[src/rtl/spi_pkg.sv]
// rtl/spi_pkg.sv - shared encodings for the SPI command/register-file stage
package spi_pkg;

    typedef enum logic [1:0] {
        ST_HDR  = 2'd0,
        ST_WR   = 2'd1,
        ST_RD   = 2'd2,
        ST_DROP = 2'd3
    } spi_state_t;

    localparam int RW_BIT     = 7;
    localparam int RSV_BIT    = 6;
    localparam int ADDR_LSB   = 0;
    localparam int ADDR_MSB   = 5;

    localparam int DONE_BYTE  = 0;
    localparam int DONE_FRAME = 1;

endpackage

[src/rtl/spi_regfile.sv]
// rtl/spi_regfile.sv - byte register array with status byte mapped at the top address
module spi_regfile #(
    parameter int N_REGS = 16,
    parameter int ADDR_W = 4
) (
    input  logic                      clk,
    input  logic                      rst,
    input  logic                      wr_en,
    input  logic [ADDR_W-1:0]         wr_addr,
    input  logic [7:0]                wr_data,
    input  logic [ADDR_W-1:0]         rd_addr,
    input  logic [7:0]                status,
    output logic [7:0]                rd_data,
    output logic [8*(N_REGS-1)-1:0]   regs
);

    logic [7:0] mem [N_REGS-1];

    always_ff @(posedge clk or posedge rst) begin
        if (rst) begin
            for (int k = 0; k < N_REGS-1; k++) mem[k] <= 8'h00;
        end else if (wr_en) begin
            for (int k = 0; k < N_REGS-1; k++)
                if (wr_addr == ADDR_W'(k)) mem[k] <= wr_data;
        end
    end

    // Any address not backed by mem (only N_REGS-1 once headers are validated) reads status.
    always_comb begin
        rd_data = status;
        for (int k = 0; k < N_REGS-1; k++)
            if (rd_addr == ADDR_W'(k)) rd_data = mem[k];
    end

    always_comb begin
        regs = '0;
        for (int k = 0; k < N_REGS-1; k++) regs[8*k +: 8] = mem[k];
    end

endmodule

[src/rtl/spi_cmd_regfile_module.sv]
// rtl/spi_cmd_regfile_module.sv - header decode and burst read/write of the SPI register file
module spi_cmd_regfile_module
    import spi_pkg::*;
#(
    parameter int         N_REGS    = 16,
    parameter int         ADDR_W    = 4,
    parameter logic [7:0] IDLE_BYTE = 8'h00
) (
    input  logic                      clk,
    input  logic                      rst,
    input  logic [1:0]                iDone,
    input  logic [7:0]                iData,
    output logic                      oCall,
    output logic [7:0]                oData,
    input  logic [7:0]                iStatus,
    output logic [8*(N_REGS-1)-1:0]   oRegs,
    output logic                      oWrStb,
    output logic [ADDR_W-1:0]         oWrAddr,
    output logic [7:0]                oErrCnt
);

    localparam logic [ADDR_W-1:0] LAST_ADDR = ADDR_W'(N_REGS-1);

    spi_state_t        state;
    logic [ADDR_W-1:0] addr;
    logic              byte_in, frame_end, hdr_bad, wr_en;
    logic [5:0]        hdr_addr;
    logic [ADDR_W-1:0] rd_addr;
    logic [7:0]        rd_data;

    // Wrap at N_REGS rather than at 2**ADDR_W so non-power-of-2 files stay in range.
    function automatic logic [ADDR_W-1:0] addr_inc(input logic [ADDR_W-1:0] a);
        logic [ADDR_W:0] n;
        n = {1'b0, a} + (ADDR_W+1)'(1);
        return (n >= (ADDR_W+1)'(N_REGS)) ? '0 : n[ADDR_W-1:0];
    endfunction

    always_comb begin
        byte_in   = iDone[DONE_BYTE];
        frame_end = iDone[DONE_FRAME];
        hdr_addr  = iData[ADDR_MSB:ADDR_LSB];
        hdr_bad   = iData[RSV_BIT] || ({1'b0, hdr_addr} >= 7'(N_REGS));
        rd_addr   = (state == ST_HDR) ? iData[ADDR_W-1:0] : addr;
        wr_en     = byte_in && (state == ST_WR) && (addr != LAST_ADDR);
    end

    spi_regfile #(.N_REGS(N_REGS), .ADDR_W(ADDR_W)) u_regfile (
        .clk     (clk),
        .rst     (rst),
        .wr_en   (wr_en),
        .wr_addr (addr),
        .wr_data (iData),
        .rd_addr (rd_addr),
        .status  (iStatus),
        .rd_data (rd_data),
        .regs    (oRegs)
    );

    always_ff @(posedge clk or posedge rst) begin
        if (rst) begin
            state   <= ST_HDR;
            addr    <= '0;
            oCall   <= 1'b0;
            oData   <= IDLE_BYTE;
            oWrStb  <= 1'b0;
            oWrAddr <= '0;
            oErrCnt <= 8'h00;
        end else begin
            oCall  <= 1'b0;
            oWrStb <= 1'b0;
            if (byte_in) begin
                unique case (state)
                    ST_HDR: begin
                        if (hdr_bad) begin
                            state <= ST_DROP;
                            if (oErrCnt != 8'hFF) oErrCnt <= oErrCnt + 8'h01;
                        end else if (iData[RW_BIT]) begin
                            state <= ST_RD;
                            oCall <= 1'b1;
                            oData <= rd_data;
                            addr  <= addr_inc(iData[ADDR_W-1:0]);
                        end else begin
                            state <= ST_WR;
                            addr  <= iData[ADDR_W-1:0];
                        end
                    end
                    ST_WR: begin
                        if (wr_en) begin
                            oWrStb  <= 1'b1;
                            oWrAddr <= addr;
                        end
                        addr <= addr_inc(addr);
                    end
                    ST_RD: begin
                        oCall <= 1'b1;
                        oData <= rd_data;
                        addr  <= addr_inc(addr);
                    end
                    ST_DROP: ;
                endcase
            end
            // Frame end wins over any read preload issued by the same byte.
            if (frame_end) begin
                state <= ST_HDR;
                oCall <= 1'b1;
                oData <= IDLE_BYTE;
            end
        end
    end

endmodule

[config.mk]
export PLATFORM = sky130hd
export DESIGN_NAME = spi_cmd_regfile_module
export DESIGN_NICKNAME = d
export VERILOG_FILES = /design/src/rtl/spi_pkg.sv /design/src/rtl/spi_regfile.sv /design/src/rtl/spi_cmd_regfile_module.sv
export SDC_FILE = /design/constraint.sdc
export NUM_CORES = 1
export LEC_CHECK = 0
export ABC_AREA = 1
export BUFFER_PORTS_ARGS = -buffer_cell sky130_fd_sc_hd__clkbuf_2
export CORE_MARGIN = 10
export CORE_UTILIZATION = 50
export DETAILED_ROUTE_END_ITERATION = 8
export PLACE_DENSITY = 0.84
export SLEW_MARGIN = 5
export SYNTH_ARGS = -nofsm -noshare
export SYNTH_HDL_FRONTEND = slang
export SYNTH_SLANG_ARGS = --single-unit
[constraint.sdc]
create_clock -name clk -period 4.3 [get_ports clk]
set_input_delay 0.43 -clock clk [delete_from_list [all_inputs] [get_ports clk]]
set_output_delay 0.43 -clock clk [all_outputs]
set_load 0.005 [all_outputs]
**Yosys cells after proc, flatten, opt, wreduce, memory -nomap -nowiden**

Cells that the tools add are included.

- Bits in registers: 148
- Bits of input ports: 20
- Output and inout bits: 142

- Add/sub/neg operators: 3
- Order comparisons: 3
- Equality and inequality tests: 35
- Multiplexer cells: 39
- Reductions and logical operators: 31

Operators by type and width:

| cell | count |
|---|---|
| 8-bit 2-to-1 mux | 19 |
| 4-bit == test (second input constant) | 14 |
| 4-bit by 3-bit == test with 1-bit output (second input constant) | 8 |
| 2-bit AND reduction | 16 |
| 4-bit 2-to-1 mux | 5 |
| 4-bit by 2-bit == test with 1-bit output (second input constant) | 4 |
| 8-bit one-hot mux with 2 select lines | 1 |
| 4-bit by 1-bit adder with 5-bit output (second input constant) | 2 |
| 5-bit >= comparator (second input constant) | 2 |
| 2-bit 2-to-1 mux | 5 |
| 8-bit by 1-bit adder with 8-bit output (second input constant) | 1 |
| 4-bit by 1-bit == test with 1-bit output (second input constant) | 2 |
| 4-bit logical NOT | 2 |
| 8-bit != test (second input constant) | 1 |
| 4-bit one-hot mux with 2 select lines | 1 |
| 4-bit AND reduction | 2 |
| 1-bit 2-to-1 mux | 7 |
| 6-bit by 5-bit >= comparator with 1-bit output (second input constant) | 1 |
| 3-bit != test (second input constant) | 2 |
| 3-bit AND reduction | 2 |
| 2-bit nonzero test | 3 |
| 4-bit != test (second input constant) | 1 |
| 3-bit nonzero test | 1 |
| 2-bit by 1-bit == test with 1-bit output (second input constant) | 1 |
| other kinds (7) | 8 |

**Longest topological paths before layout**

Gate-level depths: netlist of run 1.

- Word-level depth: 23
- Depth in mapped cells: 27

**Modules after synthesis**

From an unflattened synthesis of run 1, not the netlist that was laid out.

- Cells, all modules: 982
- Area total of the unflattened synthesis: 7440.9 um^2

By module, submodules not included:

| module | instances | cells an instance | area each (um^2) | sequential area each (um^2) |
|---|---|---|---|---|
| spi_regfile | 1 | 781 | 5894.4 | 3002.9 |
| spi_cmd_regfile_module | 1 | 201 | 1546.5 | 700.7 |

**Least setup slack after synthesis of run 1**

OpenSTA, ideal clock, no wires.

- Path type: reg2reg
- From: register state[0]
- To: register oData[2]
- Setup time: 0.116 ns
- Arrival: 2.217 ns
- Data required time: 4.184 ns
- Slack: 1.967 ns
- Cell stages (with the launch flop): 24
- Period minus slack after synthesis: 2.333 ns
- Cells stage by stage: dfrtp_1 inv_1 ha_1 inv_2 nand2_4 nand2_4 nor2_8 nand2_1 buf_6 or2_0 nand3_1 nand2_1 nand2_1 nand3_1 nand3_1 nand3_1 nand3_1 nand2_1 nand2_1 nand2_1 nand2_1 nand2_1 nand2_1 nand2_1

- Longest elaborated chain between the ends: 23
- Elaborated cells between the ends (all ways): 42
- Those cells by class: eq/ne: 17; mux: 21; reduce/logical: 4

RTL lines:

| what | RTL line | text |
|---|---|---|
| from (decl) | spi_cmd_regfile_module.sv:24 | `spi_state_t state;` |
| from (signal assigned) | spi_cmd_regfile_module.sv:61 | `state <= ST_HDR;` |
| from (signal assigned) | spi_cmd_regfile_module.sv:75 | `state <= ST_DROP;` |
| from (signal assigned) | spi_cmd_regfile_module.sv:78 | `state <= ST_RD;` |
| 2-bit logical NOT | spi_cmd_regfile_module.sv:43, spi_cmd_regfile_module.sv:72 |  |
| 4-bit 2-to-1 mux | spi_cmd_regfile_module.sv:43 | `rd_addr = (state == ST_HDR) ? iData[ADDR_W-1:0] : addr;` |
| 4-bit logical NOT | spi_regfile.sv:32 | `if (rd_addr == ADDR_W'(k)) rd_data = mem[k];` |
| 8-bit 2-to-1 mux (15 in series) | spi_regfile.sv:32 |  |
| 8-bit 2-to-1 mux | spi_cmd_regfile_module.sv:77 | `end else if (iData[RW_BIT]) begin` |
| 8-bit 2-to-1 mux | spi_cmd_regfile_module.sv:74 | `if (hdr_bad) begin` |
| 8-bit one-hot mux with 2 select lines | spi_cmd_regfile_module.sv:72 | `unique case (state)` |
| 8-bit 2-to-1 mux | spi_cmd_regfile_module.sv:71 | `if (byte_in) begin` |
| 8-bit 2-to-1 mux | spi_cmd_regfile_module.sv:103 | `if (frame_end) begin` |
| to (signal assigned) | spi_cmd_regfile_module.sv:80 | `oData <= rd_data;` |
| to (signal assigned) | spi_cmd_regfile_module.sv:96 | `oData <= rd_data;` |
| to (decl) | spi_cmd_regfile_module.sv:14 | `output logic [7:0] oData,` |

Several ways; a longest one is shown, not always the timed one. The select of a mux whose other input is x is not followed.
A chain may end at the register's enable or synchronous reset.

**Final worst setup path of run 1**

Same ends and word-level chain as after synthesis.

==> results of run 1 <==
-- cells in the final DEF (no fill, tap or decap), types with 2 or more instances in the layout --
cell type	instances
a21oi_1	70
buf_4	7
bufinv_16	4
clkbuf_16	17
clkbuf_2	161
clkinv_1	4
clkinv_2	4
clkinvlp_4	4
dfrtp_1	148
ha_1	10
inv_1	76
inv_2	22
nand2_1	272
nand2_2	5
nand2_4	6
nand3_1	60
nand4_1	7
nor2_1	97
nor2_2	5
nor2_4	3
nor2_8	3
nor3_1	4
nor4_2	9
o211ai_1	2
o211ai_2	2
o21ai_0	92
o21ai_1	8
or2_0	3
or2_2	7
xnor2_1	4
xor2_1	5
-- state kept, by name (all words and copies together), names as in the netlist --
name	count
u_regfile.regs	120
oCall	1
oWrStb	1
addr	4
oData	8
oWrAddr	4
oErrCnt	8
state	2
-- through the flow --
step                hold WS [ns]  power [mW]  utilization (%)  setup WS, ns  cells
floorplan                 0.4724       3.615                -         1.967    964
CTS                       0.2423       6.338            62.40         1.096   1314
global placement          0.4637       4.678            58.13         1.267   1282
global route              0.2448       6.732            62.40        0.7259   1314
finish                    0.2144       6.347            62.40        0.9866   1314
detailed placement        0.4692       4.745            58.13         1.144   1282
-- power by group through the flow --
stage | Sequential [mW] | Combinational, mW | Clock, mW
floorplan | 2.39 | 1.23 | 0
global placement | 2.50 | 2.18 | 0
detailed placement | 2.51 | 2.23 | 0
CTS | 2.49 | 2.25 | 1.59
global route | 2.56 | 2.52 | 1.65
finish | 2.51 | 2.25 | 1.59
-- path summary, 6_finish.rpt --
path	cells past startpoint	startpoint	slack [ns]	to
min in group clk	3	iDone[1]	0.25	oCall$_DFF_PP0_
min	3	rst	0.21	u_regfile.regs[1]$_DFFE_PP0P_
min reg2reg	2	oData[5]$_DFFE_PP0P_	0.49	oData[5]$_DFFE_PP0P_
max reg2reg	25	state[0]$_DFFE_PP0P_	0.99	oData[2]$_DFFE_PP0P_
max in group asynchronous	3	rst	3.53	u_regfile.regs[88]$_DFFE_PP0P_
max	25	state[0]$_DFFE_PP0P_	0.99	oData[2]$_DFFE_PP0P_
-- layout make-up --
cell class	count	area [um2]	share of cell area, %
Multi-Input combinational cell	678	3278	36.01
Sequential cell	148	3704	40.68
Timing Repair Buffer	169	878.3	9.648
Tap cell	184	230.2	2.529
Clock inverter	13	180.2	1.979
Clock buffer	19	442.9	4.865
Inverter	103	390.4	4.288
-- routing by layer --
layer  wire, um  part of all wire, %
met5          0                    0
met4        828                  3.4
met3       2431                  9.9
met2      11320                   46
met1       9973                   41
-- tightest hold or removal path: cells and delay by family --
family                 cells  cell delay (ns)
buffers and inverters      3             0.72
-- synth_stat cells (2+ instances only) --
cell / number / area (um2)
clkinv_1: 4 / 15.01
buf_6: 3 / 33.78
o21ai_1: 8 / 40.04
o211ai_2: 2 / 25.02
xnor2_1: 4 / 35.03
nor2_2: 5 / 31.28
dfrtp_1: 148 / 3704
nor2_4: 3 / 33.78
buf_2: 3 / 15.01
inv_2: 22 / 82.58
xor2_1: 5 / 43.79
or2_2: 7 / 43.79
nand2_1: 272 / 1021
nand2_4: 6 / 67.56
a21oi_1: 70 / 350.3
ha_1: 10 / 125.1
nor4_1: 8 / 50.05
nand2_2: 5 / 31.28
clkbuf_1: 28 / 105.1
nand4_1: 7 / 43.79
nor2_8: 3 / 60.06
inv_1: 77 / 289.0
nor2_1: 97 / 364.1
nor3_1: 4 / 20.02
nand3_1: 60 / 300.3
or2_0: 3 / 18.77
o211ai_1: 2 / 15.01
o21ai_0: 92 / 460.4
-- cell families (layout without fill, tap and decap cells) --
group           after synthesis  in the layout  synth area share, %
simple gates                481            481                28.05
compound gates              177            177                12.23
xor+xnor                      9              9                1.054
buf+inv                     138            304                7.327
flops                       148            148                49.51
fa+ha+maj                    10             10                1.673
mux                           1              1               0.1505
==> results_dict.tcl, run 1 <==
set metrics [dict create \
    worst_slew_pin_slew_ns 1.204 \
    p_leak_nw 4.852 \
    cts_tree "done" \
    placed_area_um2 8481 \
    cpMostUsedCell "nand2_1" \
    core_um2 14590 \
    tns_ns 0 \
    path_class "reg2reg" \
    p_per_area_nw_per_um2 697.1 \
    syn_inst 964 \
    status "completed" \
    start_util_pct 51.27 \
    yosys_warnings 0 \
    cp_data_arrival_time_ns 3.64 \
    synth.avg_cell_area_um2 7.759 \
    grt_util_met2_pct 36.17 \
    overflow 0 \
    wl_per_cell_um 18.68 \
    die_area_um2 20250 \
    clock.fmax_mhz 301.8 \
    num_vias 7259 \
    comb_power_share_pct 35.4 \
    synth.net_count 994 \
    cts_resized 0 \
    cts_sinks 148 \
    synth_edf_count 0 \
    routed_wl_um 24550 \
    die_x_um 142.3 \
    cp-start-kind "flop" \
    seqPwrFrac_pct 39.5 \
    worst_ep_required_time_ns 4.62 \
    worst_path_dominant_cell_family "simple AND/OR/NAND/NOR gates" \
    nets 1147 \
    drive_gt1_share_pct 23.45 \
    place_hpwl_um 17480 \
    synth_cell_types 34 \
    worst_path_largest_cell_delay_ns 0.38 \
    num_rows 44 \
    diodes 0 \
    finalClockSkew_ns 0.009642 \
    fillCellCount 1237 \
    dieHeight_um 142.3 \
    worstSetupEndpointType "flop" \
    grt.busiest_layer "met2" \
    numCtsBuffers 17 \
    cp_slowest_cell "dfrtp_1" \
    met1_usage_pct 30.45 \
    cp_num_buf_inv 4 \
    power_switching_mw 2.529 \
    ant_nets 0 \
    viasPerCell 5.524 \
    first_pass_iters 6 \
    cts_hold_buf 0 \
    design_area_um2 9104 \
    cap_violations 0 \
    maxSlewHeadroom_pct 19.44 \
    synth_flop_cell "dfrtp_1" \
    drc_errors 0 \
    post-route-period-util_pct 77.06 \
    synthToLayoutAreaGrowth_pct 21.71 \
    ios 162 \
    syn-cell-area_um2 7480 \
    p_int_mw 3.817 \
    post-route-min-period_ns 3.313 \
    report.final.setup_viol 0 \
    place.gp.congestion 0.9380 \
    insertion_delay_ns 0.44 \
    ys_async_sr_fraction_pct 100.0 \
    grt_max_degree 149 \
    grtUsageTotal_pct 23.58 \
    antenna_found_initial 0 \
    clkPwrFrac_pct 25.1 \
    post-cts-setup-buffer-count 0 \
    drt_iter0_drc 874 \
    hp-class "in2async" \
    swShare_pct 39.86 \
    path_max_fanout 11 \
    clk_pin_slew_ns 0.06 \
    met3_usage_pct 6.842 \
    ir_worst_vdd_mv 0.3183 \
    grt_pass1_wl_um 37450 \
    cts_root_buf "clkbuf_16" \
    ys_seq_area_share_pct 49.51 \
    ys_ff_latch 148 \
    hold_viol 0 \
    grt_pass1_vias 6886 \
    port_buffers 161 \
    clockBufferDepth 2 \
    rsz0062_at_grt "no" \
    slew_violations 0 \
    htree_levels 4 \
]
No activity file was read; power rests on OpenSTA's default activity.
==> run 2, diff against run 1 <==
--- a/config.mk
+++ b/config.mk
@@ -8,9 +8,9 @@
 export ABC_AREA = 1
 export BUFFER_PORTS_ARGS = -buffer_cell sky130_fd_sc_hd__clkbuf_2
 export CORE_MARGIN = 10
-export CORE_UTILIZATION = 50
+export CORE_UTILIZATION = 55
 export DETAILED_ROUTE_END_ITERATION = 8
-export PLACE_DENSITY = 0.84
+export PLACE_DENSITY = 0.88
 export SLEW_MARGIN = 5
 export SYNTH_ARGS = -nofsm -noshare
 export SYNTH_HDL_FRONTEND = slang
==> constraint.sdc (replaced) <==
create_clock -name clk -period 3.4 [get_ports clk]
set_input_delay 0.34 -clock clk [delete_from_list [all_inputs] [get_ports clk]]
set_output_delay 0.34 -clock clk [all_outputs]
set_load 0.005 [all_outputs]
==> run 2 against run 1 <==
Flip-flop and latch count stayed put. Clock-buffer cell count is 1 lower. Register-to-register slack worse by 0.59 ns. Final cell count hardly changed. Highest routed layer unchanged. Sequential share of layout area is 0.53 points lower. Wire length is 2.9% higher. Via count is 3.8% higher. Setup slack worse by 0.59 ns. Critical path depth stayed put. Global-route usage is 3.3 points higher. Hold slack worse by 0.072 ns.
==> results_dict.tcl, run 2 (synthesis results as in run 1) <==
set metrics [dict create \
    path_max_fanout 11 \
    pre_cts_ws_ns 0.4252 \
    worst_slew_pin_slew_ns 0.7917 \
    path_class "reg2reg" \
    start_util_pct 56.26 \
    num_rows 42 \
    insertion_delay_ns 0.43 \
    first_pass_iters 6 \
    cp_slowest_cell "dfrtp_1" \
    p_leak_nw 4.925 \
    worst_path_largest_cell_delay_ns 0.39 \
    rsz0062_at_grt "no" \
    drc_errors 0 \
    tns_ns 0 \
    r2r_start "state[0]$_DFFE_PP0P_" \
    place.gp.congestion 0.9414 \
    viasPerCell 5.728 \
    min_to "oCall$_DFF_PP0_" \
    cts_tree "done" \
    grt_max_degree 73 \
    min_from "iDone[1]" \
    r2r_end "oData[1]$_DFFE_PP0P_" \
    nets 1157 \
    finalClockSkew_ns 0.007506 \
    stdcell_count 1315 \
    grt_pass1_wl_um 38940 \
    grt_pass1_vias 7144 \
    numCtsBuffers 17 \
    cts_root_buf "clkbuf_16" \
    cpMostUsedCell "nand2_1" \
    place_inst 1283 \
    diodes 0 \
    cp_data_arrival_time_ns 3.33 \
    die_x_um 136.6 \
    status "completed" \
    cp-start-kind "flop" \
    post-route-period-util_pct 88.43 \
    drive_gt1_share_pct 24.06 \
    hold_path_depth 3 \
    fin_util_pct 69.38 \
    post-route-min-period_ns 3.006 \
    cts_sinks 148 \
    overflow 0 \
    ios 162 \
    design_area_um2 9224 \
    num_vias 7532 \
    largest_reg_flops 120 \
    ant_nets 0 \
    slew_violations 0 \
    drt_iter0_drc 1164 \
    clock.fmax_mhz 332.6 \
    htree_levels 4 \
    report.final.setup_viol 0 \
    rrSetupSlack_ns 0.39 \
    clockBufferDepth 2 \
    fin_ws_ns 0.3935 \
    place_hpwl_um 17840 \
    reg2regPathDepth 25 \
    grtUsageTotal_pct 26.93 \
    placed_area_um2 8551 \
    worst_ep_required_time_ns 3.72 \
    antenna_found_initial 0 \
    maxSlewHeadroom_pct 47.16 \
    core_um2 13300 \
    p_per_area_nw_per_um2 892.1 \
    hold_viol 0 \
    dieHeight_um 136.6 \
    post-cts-setup-buffer-count 0 \
    final_common_cell "nand2_1" \
    wl_per_cell_um 19.20 \
    final_cell_mix "nand2_1, clkbuf_2, dfrtp_1" \
    cap_violations 0 \
    synthToLayoutAreaGrowth_pct 23.32 \
    hp-class "in2reg" \
    worstSetupEndpointType "flop" \
    clk_pin_slew_ns 0.06 \
    port_buffers 161 \
    ir_worst_vdd_mv 0.4539 \
    die_area_um2 18660 \
    routed_wl_um 25250 \
]
[run 2: per-layer routing]
| layer | global-route usage [%] | part of all wire [%] |
|---|---|---|
| met5 | 0 | 0 |
| met3 | 6.598 | 11 |
| met2 | 42.50 | 48 |
| met1 | 33.97 | 37 |
| met4 | 13.02 | 3.8 |
[run 2: how the worst max path moves through the flow]
stage	from	end
CTS	state[0]$_DFFE_PP0P_	oData[1]$_DFFE_PP0P_
global route	state[0]$_DFFE_PP0P_	oData[1]$_DFFE_PP0P_
finish	state[0]$_DFFE_PP0P_	oData[1]$_DFFE_PP0P_
detailed placement	state[0]$_DFFE_PP0P_	oData[1]$_DFFE_PP0P_
global placement	state[0]$_DFFE_PP0P_	oData[1]$_DFFE_PP0P_
floorplan	state[0]$_DFFE_PP0P_	oData[2]$_DFFE_PP0P_
[run 2: worst max-delay path: cells and delay by family (launching register included)]
kind	cells	cell delay [ns]
AO/OA/AOI/OAI	1	0.20
adder cells (fa/ha/maj)	1	0.26
buffers and inverters	4	0.54
flip-flops	1	0.39
AND/OR/NAND/NOR	19	1.53
[run 2: per-stage QoR]
stage                     hold WS (ns)  power, mW
after floorplan                 0.4429      4.572
after global placement          0.3124      5.927
after detailed placement        0.3123      6.037
after CTS                       0.1352      8.203
after global routing            0.1553      8.727
final                           0.1425      8.229
[run 2: power by group]
group | internal, mW | switching (mW)
clock network | 1.37 | 0.764
registers | 2.46 | 0.691
logic | 1.15 | 1.79
[run 2: area by class of cell]
type | count | area [um2]
clock buffers | 18 | 429.2
clock inverters | 13 | 231.5
well taps | 176 | 220.2
fillers | 1032 | 4071
inverters | 103 | 390.4
repair buffers | 179 | 968.4
flip-flops and latches | 148 | 3704
multi-input cells | 678 | 3281
[run 2: timing repair]
action | 4_1_cts | 5_1_grt
hold buffers | 1 | 0
gates resized for setup | 0 | 1
hold endpoints to repair | 10 | 0
setup endpoints to repair | 0 | 2
==> run 3, diff against run 2 <==
--- a/config.mk
+++ b/config.mk
@@ -9,6 +9,7 @@
 export BUFFER_PORTS_ARGS = -buffer_cell sky130_fd_sc_hd__clkbuf_2
 export CORE_MARGIN = 10
 export CORE_UTILIZATION = 55
+export CTS_BUF_LIST = sky130_fd_sc_hd__clkbuf_4
 export DETAILED_ROUTE_END_ITERATION = 8
 export PLACE_DENSITY = 0.88
 export SLEW_MARGIN = 5
==> run 3 against run 2 <==
Maximum frequency increased by 1.6%. Clock-buffer cell count unchanged. Critical endpoint unchanged. Via count decreased by 0.37%. Clock power decreased by 34%. Critical path type unchanged. Clock skew increased by 0.020 ns. Highest routed layer unchanged. Core utilization decreased by 2.1 points. Sequential power about the same. Global-route usage decreased by 0.54 points. Setup slack improved by 0.046 ns.
==> results_dict.tcl, run 3 (synthesis results as in run 1) <==
set metrics [dict create \
    port_buffers 161 \
    largest_reg_flops 120 \
    slew_violations 0 \
    start_util_pct 56.26 \
    final_cell_mix "nand2_1, clkbuf_2, dfrtp_1" \
    cp_data_arrival_time_ns 3.45 \
    swShare_pct 42.02 \
    wl_per_cell_um 18.87 \
    numCtsBuffers 17 \
    report.final.setup_viol 0 \
    tns_ns 0 \
    worst_path_largest_cell_delay_ns 0.42 \
    place_hpwl_um 17840 \
    cpMostUsedCell "nand2_1" \
    synthToLayoutAreaGrowth_pct 19.52 \
    drive_gt1_share_pct 24.12 \
    seqPwrFrac_pct 41.9 \
    maxSlewHeadroom_pct 47.58 \
    drc_errors 0 \
    finalClockSkew_ns 0.02750 \
    antenna_found_initial 0 \
    fillCellCount 1087 \
    post-route-period-util_pct 87.06 \
    p_int_mw 4.337 \
    path_class "reg2reg" \
    comb_power_share_pct 39.1 \
    hold_viol 0 \
    reg2regPathDepth 25 \
    ios 162 \
    cp_slowest_cell "dfrtp_1" \
    htree_levels 4 \
    cap_violations 0 \
    grt_max_degree 73 \
    worst_slew_pin_slew_ns 0.7855 \
    worstSetupEndpointType "flop" \
    clock.fmax_mhz 337.8 \
    routed_wl_um 24830 \
    hold_path_depth 3 \
    core_um2 13300 \
    drt_iter0_drc 1126 \
    post-route-min-period_ns 2.960 \
    first_pass_iters 7 \
    ir_worst_vdd_mv 0.4507 \
    cts_root_buf "clkbuf_4" \
    final_common_cell "nand2_1" \
    cts_sinks 148 \
    post-cts-setup-buffer-count 0 \
    rsz0062_at_grt "no" \
    cts_tree "done" \
    die_x_um 136.6 \
    cp-start-kind "flop" \
    insertion_delay_ns 0.61 \
    num_rows 42 \
    nets 1158 \
    status "completed" \
    clkPwrFrac_pct 19.0 \
    worst_ep_required_time_ns 3.89 \
    path_max_fanout 11 \
    hp-class "in2reg" \
    power_switching_mw 3.143 \
    place.gp.congestion 0.9414 \
    grt_pass1_vias 7060 \
    overflow 0 \
    num_vias 7504 \
    grtUsageTotal_pct 26.38 \
    viasPerCell 5.702 \
    grt_pass1_wl_um 38400 \
    hold_slack_ns 0.04050 \
    clk_pin_slew_ns 0.14 \
    p_leak_nw 4.801 \
    clockBufferDepth 2 \
    diodes 0 \
    p_per_area_nw_per_um2 836.7 \
    ant_nets 0 \
    dieHeight_um 136.6 \
    die_area_um2 18660 \
]
==> run 3: metal layers <==
layer | vias up | part of all wire (%) | GRT usage (%)
met5 | - | 0 | 0
met4 | 0 | 3.9 | 11.30
met3 | 82 | 11 | 7.038
met2 | 477 | 47 | 41.21
met1 | 3534 | 38 | 33.86
li1 | 3411 | - | -
==> run 3: power groups by stage <==
| stage | clock [mW] | combinational [mW] | sequential (mW) |
|---|---|---|---|
| floorplan | 0 | 1.55 | 3.02 |
| global placement | 0 | 2.81 | 3.12 |
| detailed placement | 0 | 2.90 | 3.14 |
| CTS | 1.41 | 2.93 | 3.11 |
| global route | 1.48 | 3.29 | 3.21 |
| finish | 1.42 | 2.92 | 3.14 |
==> run 3: per-stage QoR <==
| step | setup WS, ns | std cells | util (%) | power, mW | instance area, um2 |
|---|---|---|---|---|---|
| after floorplan | 1.067 | 964 | - | 4.572 | 7483 |
| after global placement | 0.4805 | 1283 | 64.31 | 5.927 | 8551 |
| after detailed placement | 0.4252 | 1283 | 64.31 | 6.037 | 8551 |
| after CTS | 0.3695 | 1316 | 67.22 | 7.443 | 8937 |
| after global routing | 0.1398 | 1316 | 67.24 | 7.978 | 8940 |
| final | 0.4400 | 1316 | 67.24 | 7.480 | 8940 |
==> run 3: timing repair <==
action,CTS,global route
hold endpoints to repair,11,0
hold buffers,2,0
gates resized for setup,0,1
endpoints found under the setup margin,0,1
==> run 3: area by class of cell <==
cell class	count	area (um2)	share of cell area [%]
flip-flops and latches	148	3704	41.43
multi-input cells	678	3281	36.70
repair buffers	180	978.4	10.94
inverters	103	390.4	4.367
clock inverters	13	231.5	2.589
well taps	176	220.2	2.463
clock buffers	18	135.1	1.512
==> run 3: worst paths after layout <==
| kind | start | end | slack [ns] |
|---|---|---|---|
| setup / recovery | state[0]$_DFFE_PP0P_ | oData[1]$_DFFE_PP0P_ | 0.44 |
| hold / removal | iData[5] | u_regfile.regs[5]$_DFFE_PP0P_ | 0.04 |
| setup reg to reg | state[0]$_DFFE_PP0P_ | oData[1]$_DFFE_PP0P_ | 0.44 |
| hold reg to reg | oData[1]$_DFFE_PP0P_ | oData[1]$_DFFE_PP0P_ | 0.51 |
| max in group asynchronous | rst | u_regfile.regs[43]$_DFFE_PP0P_ | 2.51 |
| min in group asynchronous | rst | u_regfile.regs[14]$_DFFE_PP0P_ | 0.21 |
==> run 3: critical path, delay by kind of cell (launching register included) <==
kind / cells / cell delay (ns)
simple gates: 19 / 1.49
buf+inv: 4 / 0.52
fa+ha+maj: 1 / 0.25
compound gates: 1 / 0.19
flops: 1 / 0.42
